<file path="src/rtl/spi_sclk_engine.sv">
// spi_sclk_engine: SCLK generator for all CPOL/CPHA modes with per-bit shift/sample strobes and frame done/abort pulses.
// Defining SPI_SCLK_INTERFRAME_GAP_EN adds gap_hp and an idle GAP state before done.
module spi_sclk_engine #(
  parameter int PRE_W  = 3,
  parameter int SPR_W  = 3,
  parameter int DIV_W  = 12,
  parameter int DATA_W = 8
) (
  input  logic             Pclk,
  input  logic             Presetn,
  input  logic             enable,
  input  logic             start,
  input  logic             cpol,
  input  logic             cpha,
  input  logic [PRE_W-1:0] sppr,
  input  logic [SPR_W-1:0] spr,
`ifdef SPI_SCLK_INTERFRAME_GAP_EN
  input  logic [3:0]       gap_hp,
`endif
  output logic             sclk,
  output logic             busy,
  output logic             shift_stb,
  output logic             sample_stb,
  output logic             done,
  output logic             aborted,
  output logic [DIV_W-1:0] divisor
);
  localparam int EW = $clog2(2 * DATA_W + 1);
  localparam logic [EW-1:0] LAST = EW'(2 * DATA_W);
  localparam logic [EW-1:0] E1 = EW'(1);
  localparam logic [DIV_W-1:0] ONE = DIV_W'(1);
  localparam logic [DIV_W-1:0] TWO = DIV_W'(2);
`ifdef SPI_SCLK_INTERFRAME_GAP_EN
  typedef enum logic [1:0] {IDLE, RUN, GAP} state_t;
  logic [3:0] gap_q, gap_left;
`else
  typedef enum logic [1:0] {IDLE, RUN} state_t;
`endif
  state_t state;
  logic [DIV_W-1:0] div_q, count;
  logic [EW-1:0] edge_cnt, nxt_edge;
  logic cpha_q, sclk_q, last_div, pre_div, lead, shift_hit, sample_hit;
  assign divisor = (DIV_W'(sppr) + ONE) << (DIV_W'(spr) + ONE);
  assign last_div = count == div_q - ONE;
  assign pre_div = count == div_q - TWO;
  assign nxt_edge = edge_cnt + E1;
  assign lead = nxt_edge[0];
  // the final trailing edge of a cpha=0 frame has no next bit to shift
  assign shift_hit = cpha_q ? lead : !lead && nxt_edge != LAST;
  assign sample_hit = cpha_q ? !lead : lead;
  assign sclk = state == IDLE ? cpol : sclk_q;
  always_ff @(posedge Pclk or negedge Presetn) begin
    if (!Presetn) begin
      state <= IDLE;
      busy <= 1'b0;
      shift_stb <= 1'b0;
      sample_stb <= 1'b0;
      done <= 1'b0;
      aborted <= 1'b0;
      count <= '0;
      edge_cnt <= '0;
      div_q <= TWO;
      cpha_q <= 1'b0;
      sclk_q <= 1'b0;
`ifdef SPI_SCLK_INTERFRAME_GAP_EN
      gap_q <= '0;
      gap_left <= '0;
`endif
    end else begin
      shift_stb <= 1'b0;
      sample_stb <= 1'b0;
      done <= 1'b0;
      aborted <= 1'b0;
      if (state == IDLE) begin
        count <= '0;
        edge_cnt <= '0;
        if (start && enable && !done) begin
          state <= RUN;
          busy <= 1'b1;
          div_q <= divisor;
          sclk_q <= cpol;
          cpha_q <= cpha;
          shift_stb <= !cpha;
`ifdef SPI_SCLK_INTERFRAME_GAP_EN
          gap_q <= gap_hp;
`endif
        end
      end else if (!enable) begin
        state <= IDLE;
        busy <= 1'b0;
        aborted <= 1'b1;
        count <= '0;
        edge_cnt <= '0;
      end else begin
        count <= last_div ? '0 : count + ONE;
        if (state == RUN) begin
          shift_stb <= pre_div && shift_hit;
          sample_stb <= last_div && sample_hit;
          if (last_div) begin
            sclk_q <= !sclk_q;
            edge_cnt <= nxt_edge;
            if (nxt_edge == LAST) begin
`ifdef SPI_SCLK_INTERFRAME_GAP_EN
              if (gap_q != 4'd0) begin
                state <= GAP;
                gap_left <= gap_q;
              end else begin
                state <= IDLE;
                busy <= 1'b0;
                done <= 1'b1;
              end
`else
              state <= IDLE;
              busy <= 1'b0;
              done <= 1'b1;
`endif
            end
          end
        end
`ifdef SPI_SCLK_INTERFRAME_GAP_EN
        else if (last_div) begin
          gap_left <= gap_left - 4'd1;
          if (gap_left == 4'd1) begin
            state <= IDLE;
            busy <= 1'b0;
            done <= 1'b1;
          end
        end
`endif
      end
    end
  end
endmodule

</file>
<file path="config.mk">
export PLATFORM = sky130hd
export DESIGN_NAME = spi_sclk_engine
export DESIGN_NICKNAME = d
export VERILOG_FILES = /design/src/rtl/spi_sclk_engine.sv
export SDC_FILE = /design/constraint.sdc
export NUM_CORES = 1
export LEC_CHECK = 0
export ABC_AREA = 1
export ABC_CLOCK_PERIOD_IN_PS = 2820
export BUFFER_PORTS_ARGS = -buffer_cell sky130_fd_sc_hd__buf_2
export CAP_MARGIN = 20
export CORE_ASPECT_RATIO = 1.1
export CORE_MARGIN = 3
export CORE_UTILIZATION = 40
export CTS_BUF_LIST = sky130_fd_sc_hd__clkbuf_16
export CTS_CLUSTER_SIZE = 12
export DETAILED_ROUTE_END_ITERATION = 10
export SYNTH_ARGS = -nofsm -noshare
export SYNTH_HDL_FRONTEND = slang
export SYNTH_SLANG_ARGS = --single-unit
</file>
<file path="constraint.sdc">
create_clock -name Pclk -period 2.82 [get_ports Pclk]
set_clock_uncertainty 0.15 [all_clocks]
set_input_delay 0.423 -clock Pclk [delete_from_list [all_inputs] [get_ports Pclk]]
set_output_delay 0.423 -clock Pclk [all_outputs]
set_load 0.02 [all_outputs]
</file>
### Word-level counts from Yosys, hierarchy flattened

Cells that the tools add are included.

* register bits: 38
* output and inout bits: 18
* input bits: 12
* word-level logic and storage cells: 85

* $add $sub $neg: 6
* muxes and demuxes: 41
* reductions and logical operators: 17
* shifts and indexed selects: 1
* equality and inequality tests: 9

Operators by type and width (number)
* $mux 12: 3
* $mux 1: 28
* $eq 12x12->1: 2
* $mux 5: 4
* $add 12x1->12 const B: 1
* $mux 2: 6
* $shl 4x4->12: 1
* $sub 12x1->12 const B: 1
* $sub 12x2->12 const B: 1
* $ne 3x1->1 const B: 3
* $add 3x1->4 const B: 2
* $reduce_and 4->1: 2
* $reduce_bool 2->1: 3
* $add 5x1->5 const B: 1
* $eq 5x5->1 const B: 1
* $logic_and 1x1->1: 5
* $ne 5x5->1 const B: 1
* $logic_not 1->1: 4
* $reduce_and 2->1: 2
* $eq 2x1->1 const B: 1
* $logic_not 2->1: 1
* $ne 2x1->1 const B: 1

### Depth between registers and ports, before layout

Gate-level depths: netlist of run 1.

* depth in word-level cells: 8
* depth in mapped cells: 16
* mapped depth without buffers: 16

### Worst setup path before layout of run 1

Ideal clock, no wire load.

* kind: in2out
* from: input port spr[0]
* to: output port divisor[10]
* data arrival time: 1.537 ns
* required time: 2.247 ns
* slack: 0.710 ns
* cell stages on the path: 5
* cells stage by stage: ha_1 -> clkbuf_1 -> nand3_1 -> o21a_1 -> o22ai_1

* cells in the longest elaborated chain, start to end: 2

Ends and longest elaborated chain
* start: declaration: line 16 `input logic [SPR_W-1:0] spr,`
* $add 3x1->4: line 43 `assign divisor = (DIV_W'(sppr) + ONE) << (DIV_W'(spr) + ONE);`
* $shl 4x4->12: line 43
* end: declaration: line 26 `output logic [DIV_W-1:0] divisor`

No other way between the ends.

### Final worst setup path of run 1

Same ends and word-level chain as after synthesis.

==> results of run 1 <==
layout by cell type (no fill, tap or decap), drive strengths merged:
cell type  count
inv           49
buf           29
o22ai          7
xnor3          1
nor2          61
clkinv         4
nand3         26
nand4          2
xnor2          6
dfstp          1
a21oi          6
o21a           1
a31o           1
nor3b          1
o21ai         23
dfrtp         35
nor3           6
xor2          16
o21bai         1
clkbuf         5
ha             6
nand2        106
final cells by class:
class                   instances  share of cell area (%)
flip-flops and latches         36                    31.7
repair buffers                 29                    5.10
inverters                      50                    6.60
well taps                      77                    3.39
clock inverters                 3                   0.660
multi-input cells             270                    48.2
clock buffers                   5                    4.40
metal layers:
| layer | global-route usage, % | vias up | part of all wire [%] |
|---|---|---|---|
| met1 | 24.0 | 1011 | 48 |
| li1 | - | 1195 | - |
| met3 | 3.36 | 7 | 4.0 |
| met2 | 28.8 | 41 | 46 |
| met5 | 0 | - | 0 |
| met4 | 4.76 | 0 | 1.5 |
through the flow:
step / worst slack, ns / hold slack, ns / total power (W)
after global placement: 0.534 / 0.354 / 0.00142
after detailed placement: 0.548 / 0.360 / 0.00142
final: 0.508 / 0.0846 / 0.00196
after CTS: 0.535 / 0.114 / 0.00197
after floorplan: 0.710 / -0.0226 / 0.00125
after global routing: 0.280 / 0.159 / 0.00211
kinds of logic (layout without fill, tap and decap cells):
logic type,count (synthesis),in the layout
adder cells (fa/ha/maj),6,6
XOR/XNOR,23,23
buffers and inverters,55,87
AND/OR/NAND/NOR,202,202
AO/OA/AOI/OAI,39,39
flip-flops,36,36
cell usage after synthesis (3+ instances only):
cell | n | area [sq um]
nor2_4 | 3 | 33.8
nor2_1 | 54 | 203
nor2_2 | 4 | 25.0
inv_1 | 46 | 173
nand2_1 | 101 | 379
xnor2_1 | 6 | 52.6
nor3_1 | 6 | 30.0
o21ai_0 | 21 | 105
xor2_1 | 16 | 140
dfrtp_1 | 35 | 876
inv_2 | 3 | 11.3
a21oi_1 | 6 | 30.0
o22ai_1 | 7 | 43.8
nand3_1 | 25 | 125
clkbuf_1 | 4 | 15.0
ha_1 | 6 | 75.1
nand2_2 | 3 | 18.8
power by group through the flow:
stage / Combinational, W / Sequential [W] / Clock [W]
detailed placement: 0.000771 / 0.000651 / 0
global route: 0.000889 / 0.000651 / 0.000574
finish: 0.000783 / 0.000643 / 0.000538
CTS: 0.000782 / 0.000643 / 0.000548
floorplan: 0.000610 / 0.000641 / 0
global placement: 0.000772 / 0.000651 / 0
flip-flops by register name, indices dropped and copies added, names as in the netlist:
signal      flops
busy            1
div_q          12
count          12
sample_stb      1
done            1
shift_stb       1
cpha_q          1
aborted         1
sclk_q          1
edge_cnt        5
worst max-delay path by stage:
stage	endpoint	cells past startpoint	startpoint	slack, ns
finish	divisor[10]	6	spr[0]	0.51
CTS	divisor[6]	6	spr[0]	0.54
floorplan	divisor[10]	5	spr[0]	0.71
global route	edge_cnt[1]	14	div_q[2]	0.28
detailed placement	divisor[6]	6	spr[0]	0.55
global placement	divisor[6]	6	spr[0]	0.53
worst max-delay path, cell delays in order:
cell and delay, ns:
buf_2 0.16, ha_1 0.47, nand3_1 0.12, o21a_1 0.16, o22ai_1 0.19, buf_2 0.21
==> impl_metrics.ini, run 1 <==
[floorplanning]
die-area_sq_um = 7200
die_w_microns = 81.2
die_h_microns = 88.7
design.core.area_sq_um = 5880
ios = 30
start_util_pct = 42.3
rows = 29

[power]
p_switching_w = 0.000790
cellPowerDensity_nw_per_um2 = 690
p_int_w = 0.00117
p_leak_nw = 1.50
pwr-share-seq_pct = 32.7
peakVddDrop_uv = 328
switching_share_pct = 40.2
p_clk_share_pct = 27.4
combPwrFrac_pct = 39.9

[job]
max_cap_viol_count = 0

[synth]
async_flop_share_pct = 100
synth_top_family_by_area = simple AND/OR/NAND/NOR gates
syn-num-nets = 379
synth-xor-area-share_pct = 8.66
syn-cell-area_sq_um = 2490
ys_types = 29
ys_warn_count = 0
synth_ff_type = dfrtp_1
yosys.area_share.simple_pct = 34.9
synth_compound_area_share_pct = 8.56
syn_avg_cell_area_sq_um = 6.89
synth_seq_cells = 36
synthCells = 361
seq_area_frac_synth_pct = 36.3
synthAdderAreaFrac_pct = 3.02
yosys-mux-area-fraction_pct = 0
synth_edf_count = 0

[detailed_routing]
num_vias = 2254
drt-pass1-iter-count = 5
drc = 0
final_antenna_net_count = 0
vias_per_cell = 4.80
wl_microns = 5680
wl_per_cell_microns = 12.1
drtIter0Drc = 90

[place]
gp_congestion = 0.815
dpl.hpwl_microns = 4410
port_buffers = 29
place_inst = 462
place_area_sq_um = 2700

[run_status]
status = finished, final reports clean

[setup_path]
rr_worst_depth = 14
r2r_start = div_q[2]
r2r_slack_ns = 0.60
arrival_ns = 1.74
path_class = in -> out
crit_required_ns = 2.25
end_kind = primary output
critPathLaunchType = input port
r2r_end = edge_cnt[2]
crit_fanout = 11

[cells_and_area]
drive_gt1_share_pct = 14.0
stdcell_area_sq_um = 2850
diodes = 0
ff_latch_area_sq_um = 902
fin_cells = 470
fin_util_pct = 48.4
multiInputGateArea_sq_um = 1370
nets = 410
area_growth_pct = 14.4
fillers = 599

[clock_tree]
cts_hold_buf = 0
post_cts_resized = 0
cts_htree_levels = 2
clockRootBuffer = clkbuf_16
clock_sinks = 36
cts_inserted_buffers = 5
cts_buffer_depth = 2
postCtsSetupRepairBufs = 0
cts_tree = built
worstSkewPairLatency_ns = 0.28
clk_pin_slew_ns = 0.05

[sta]
grt_setup_unrepaired = no
slew_headroom_pct = 46.8
layout_min_cycle_time_ns = 2.31
hold_violations = 0
finalSetupViolCount = 0
maxSlewViolCount = 0
tns_ns = 0
max_freq_mhz = 433
tightest_slew_ns = 0.797
fin_crit_sh_pct = 82.0

[grt]
antenna_found_initial = 0
grt_start_max_net_pins = 37
grtUsageTotal_pct = 17.7
grt_pass1_wl_microns = 9820
grt_pass1_vias = 2126
grt_overflow = 0

[hold_path]
hold_class = in -> async
Power figures use the tool's default switching activity.
==> inputs of run 2 (changes only) <==
- ABC_CLOCK_PERIOD_IN_PS: 2820 -> 2000
- clock period: 2.82 -> 2 ns (I/O delays scaled with it)
==> run 2 against run 1 <==
Compared with the run above: the flow now finishes with violations (negative setup slack); wire length grew 6.8%; design area grew 11%; register-to-register slack lost 0.71 ns.
==> impl_metrics.ini, run 2 (same netlist as run 1, synthesis figures left out) <==
[run_status]
status = finished, violations left
violations = negative setup slack

[setup_path]
crit_fanout = 12
arrival_ns = 2.12
critPathLaunchType = register
crit_required_ns = 2.01
r2r_start = div_q[1]
end_kind = register
path_class = reg -> reg
crit_start = div_q[1]

[power]
p_clk_share_pct = 28.5
p_leak_nw = 1.64
fin_total_pwr_w = 0.00308
peakVddDrop_uv = 484
p_switching_w = 0.00115
cellPowerDensity_nw_per_um2 = 977
switching_share_pct = 37.5
combPwrFrac_pct = 42.2
pwr-share-seq_pct = 29.3
p_int_w = 0.00192

[sta]
finalWorstSetupSlack_ns = -0.109
max_freq_mhz = 474
hold_violations = 0
maxSlewViolCount = 0
fin_crit_sh_pct = 105
slew_headroom_pct = 70.1
grt_setup_unrepaired = yes
finalSetupViolCount = 21
whs_ns = 0.0650
tightest_slew_ns = 0.449
layout_min_cycle_time_ns = 2.11

[detailed_routing]
wl_microns = 6070
final_antenna_net_count = 0
num_vias = 2375
drc = 0
wl_per_cell_microns = 12.3
drtIter0Drc = 110
drt-pass1-iter-count = 4
vias_per_cell = 4.81

[cells_and_area]
fin_cells = 494
diodes = 0
mostFrequentLayoutCells = nand2_1 (100), nor2_1 (54), inv_1 (46)
area_growth_pct = 26.7
stdcell_area_sq_um = 3150
top_regs = count: 12 flops, div_q: 12 flops, edge_cnt: 5 flops
final_common_cell = nand2_1
drive_gt1_share_pct = 21.1
nets = 434

[grt]
grt_pass1_vias = 2186
grt_pass1_wl_microns = 9930
grt_overflow = 0
grt_start_max_net_pins = 23
antenna_found_initial = 0
grtUsageTotal_pct = 17.9

[clock_tree]
clk_pin_slew_ns = 0.06
clock_sinks = 36
worstSkewPairLatency_ns = 0.28
cts_buffer_depth = 2
cts_tree = built
cts_inserted_buffers = 5
clockRootBuffer = clkbuf_16
cts_htree_levels = 2

[place]
port_buffers = 29
place_inst = 482
gp_congestion = 0.846
dpl.hpwl_microns = 4700
place_area_sq_um = 2880

[hold_path]
hold_start = enable
hold_class = in -> reg

[floorplanning]
start_util_pct = 42.3
die-area_sq_um = 7200
rows = 29
ios = 30
die_w_microns = 81.2
die_h_microns = 88.7
design.core.area_sq_um = 5880

[job]
max_cap_viol_count = 0
-- run 2: cell count changes in the layout (fill, tap and decap cells not counted), sizes merged --
| cell | previous run | this run |
|---|---|---|
| buf | 29 | 52 |
| dlygate4sd3 | 0 | 1 |
| inv | 49 | 50 |
| bufinv | 0 | 1 |
| clkinv | 4 | 2 |
-- run 2: layout make-up --
cell class	count	area, sq um
multi-input cells	270	1440
inverters	50	190
fillers	569	2730
flip-flops and latches	36	902
repair buffers	53	358
clock inverters	3	38.8
clock buffers	5	125
well taps	77	96.3
-- run 2: metal layers --
metal	share of wire [%]	vias up	track usage, %
li1	-	1240	-
met1	47	1072	24.7
met2	47	54	29.1
met3	4.0	9	3.36
met4	1.7	0	4.30
met5	0	-	0
-- run 2: through the flow --
step	util, %	setup WS (ns)	setup TNS, ns
final	53.6	-0.109	-1.91
after global routing	53.6	-0.284	-5.35
after CTS	52.1	-0.118	-2.07
after detailed placement	48.9	-0.172	-2.94
after global placement	48.9	-0.120	-2.06
after floorplan	-	-0.0473	-0.454
-- run 2: final timing paths --
check | slack [ns] | depth (start not counted) | endpoint
worst max-delay path | -0.11 | 12 | count[6]
worst min-delay path | 0.07 | 2 | aborted
worst max register to register | -0.11 | 12 | count[6]
worst min register to register | 0.37 | 2 | div_q[11]
max in group asynchronous | 0.82 | 3 | div_q[1]
min in group asynchronous | 0.35 | 2 | count[8]
-- run 2: power groups by stage --
stage | sequential (W) | clock, W | combinational [W]
finish | 0.000901 | 0.000876 | 0.00130
floorplan | 0.000904 | 0 | 0.000867
CTS | 0.000898 | 0.000890 | 0.00125
global route | 0.000913 | 0.000921 | 0.00147
detailed placement | 0.000910 | 0 | 0.00123
global placement | 0.000910 | 0 | 0.00122
-- run 2: timing repair --
item / CTS / global route
endpoints found under the setup margin: 21 / 30
resized for setup: 2 / 17
setup buffers: 0 / 3
endpoints found under the hold margin: 17 / 0
pin swaps: 0 / 7
cloned: 0 / 0
hold buffers: 1 / 0
-- run 2: worst max-delay path: stages (launching register included) --
cell and delay [ns]:
dfstp_2 0.55, inv_4 0.05, ha_1 0.22, nand2_2 0.10, nor2_2 0.05, nand2_1 0.10
nand2_1 0.06, nand2_1 0.07, nand3_1 0.13, nor2_4 0.18, nand2_4 0.13, nand2_8 0.13
nor3_1 0.06
==> inputs of run 3 (changes only) <==
- CELL_PAD_IN_SITES_DETAIL_PLACEMENT: unset -> 1
- CELL_PAD_IN_SITES_GLOBAL_PLACEMENT: unset -> 2
- CORE_UTILIZATION: 40 -> 29
- PLACE_DENSITY_LB_ADDON: unset -> 0.1
==> run 3 against run 2 <==
Compared with the run above: the flow still finishes with violations (negative setup slack); sequential power rose by 0.6%; power up 4.2%; critical path depth rose by 1; global-route usage shrank 1.0 points; wire length grew 26%; setup slack got worse by 0.066 ns.
==> impl_metrics.ini, run 3 (same netlist as run 1, synthesis figures left out) <==
[place]
port_buffers = 29
gp_congestion = 0.849
dpl.hpwl_microns = 6030
pre_cts_ws_ns = -0.245
place_area_sq_um = 3040

[detailed_routing]
vias_per_cell = 4.58
drt-pass1-iter-count = 4
num_vias = 2486
final_antenna_net_count = 0
wl_microns = 7650
wl_per_cell_microns = 14.1
drtIter0Drc = 58
drc = 0

[power]
p_switching_w = 0.00129
pwr-share-seq_pct = 28.3
p_leak_nw = 1.72
combPwrFrac_pct = 48.1
cellPowerDensity_nw_per_um2 = 937
switching_share_pct = 40.4
peakVddDrop_uv = 462
p_clk_share_pct = 23.6
p_int_w = 0.00191

[setup_path]
crit_required_ns = 2.01
r2r_end = count[6]
path_cells = inv_4 > ha_4 > nor2_2 > nor2_2 > nand2_1 > nor2_1 > nand2_1 > nor2_1 > nand2_1 > nor2_4 > nand2_4 > nand2_8 > nor3_1
r2r_start = div_q[1]
crit_fanout = 6
slowest_stage = dfstp_2
end_kind = register
arrival_ns = 2.19
r2r_slack_ns = -0.18
rr_worst_depth = 13
crit_path_frequent_cell = nand2_1
max_stage_delay_ns = 0.55
path_class = reg -> reg
critPathLaunchType = register

[cells_and_area]
ff_latch_area_sq_um = 902
top_regs = count: 12 flops, div_q: 12 flops, edge_cnt: 5 flops
final_common_cell = nand2_1
nets = 452
drive_gt1_share_pct = 29.0
multiInputGateArea_sq_um = 1570
diodes = 0
mostFrequentLayoutCells = nand2_1 (97), nor2_1 (45), inv_1 (41)
stdcell_area_sq_um = 3420
area_growth_pct = 37.5
fillers = 1019

[grt]
antenna_found_initial = 0
grt_pass1_vias = 2627
grt_overflow = 0
grtUsageTotal_pct = 16.9
grt_pass1_wl_microns = 12800
grt_start_max_net_pins = 37

[floorplanning]
die_h_microns = 103
die-area_sq_um = 9720
start_util_pct = 30.6
ios = 30
rows = 34
die_w_microns = 94.3
design.core.area_sq_um = 8130

[sta]
maxSlewViolCount = 0
layout_min_cycle_time_ns = 2.18
tightest_slew_ns = 0.491
slew_headroom_pct = 67.1
max_freq_mhz = 460
finalWorstSetupSlack_ns = -0.176
hold_violations = 0
finalSetupViolCount = 21
fin_crit_sh_pct = 109
grt_setup_unrepaired = yes

[hold_path]
min_to = aborted
hold_path_depth = 2
hold_class = in -> reg
hold_start = enable

[clock_tree]
cts_inserted_buffers = 5
clockRootBuffer = clkbuf_16
cts_tree = built
clk_pin_slew_ns = 0.06
worstSkewPairLatency_ns = 0.28
cts_htree_levels = 2
cts_buffer_depth = 2
clock_sinks = 36

[job]
max_cap_viol_count = 0

[run_status]
status = finished, violations left
violations = negative setup slack
## run 3: cell type report
cell class,instances,area share [%]
Multi-Input combinational cell,272,46.0
Sequential cell,36,26.4
Timing Repair Buffer,69,14.0
Inverter,50,5.56
Tap cell,108,3.95
Clock buffer,5,3.66
Clock inverter,3,0.439
## run 3: worst max path at each step
stage | from | end | slack, ns | cells after the start
global placement | div_q[1] | sample_stb | -0.18 | 12
CTS | div_q[1] | edge_cnt[4] | -0.19 | 15
finish | div_q[1] | count[6] | -0.18 | 13
global route | div_q[1] | edge_cnt[4] | -0.33 | 15
floorplan | div_q[1] | count[10] | -0.05 | 15
detailed placement | div_q[1] | count[8] | -0.24 | 14
## run 3: worst max-delay path: cells and delay by family (launching register included)
kind | cells | cell delay, ns
adder cells (fa/ha/maj) | 1 | 0.27
AND/OR/NAND/NOR | 11 | 1.03
buffers and inverters | 1 | 0.05
flip-flops | 1 | 0.55
## run 3: power by group through the flow
stage	clock network [W]	registers [W]	logic [W]
floorplan	0	0.000904	0.000867
global placement	0	0.000915	0.00136
detailed placement	0	0.000915	0.00138
CTS	0.000776	0.000904	0.00145
global route	0.000807	0.000920	0.00173
finish	0.000755	0.000906	0.00154
## run 3: layer usage
layer  wire, microns  track usage (%)
met4              80             3.11
met1            3560             21.9
met3             176             2.70
met5               0                0
met2            3830             30.0
## run 3: repair_timing
action / in CTS / in global routing
cloned: 2 / 0
resized for setup: 11 / 39
pin swaps: 6 / 6
endpoints found under the hold margin: 35 / 0
setup endpoints to repair: 25 / 32
hold buffers: 1 / 0
setup buffers: 1 / 2
## run 3: through the flow
stage / total power [W] / cells / setup TNS, ns / utilization, % / hold WS (ns)
after global routing: 0.00346 / 543 / -6.39 / 42.1 / 0.0654
after floorplan: 0.00177 / 361 / -0.454 / - / -0.146
final: 0.00320 / 543 / -3.18 / 42.1 / 0.0540
after CTS: 0.00313 / 541 / -3.49 / 40.1 / 0.0544
after detailed placement: 0.00229 / 529 / -4.69 / 37.4 / 0.242
after global placement: 0.00228 / 529 / -3.51 / 37.4 / 0.234
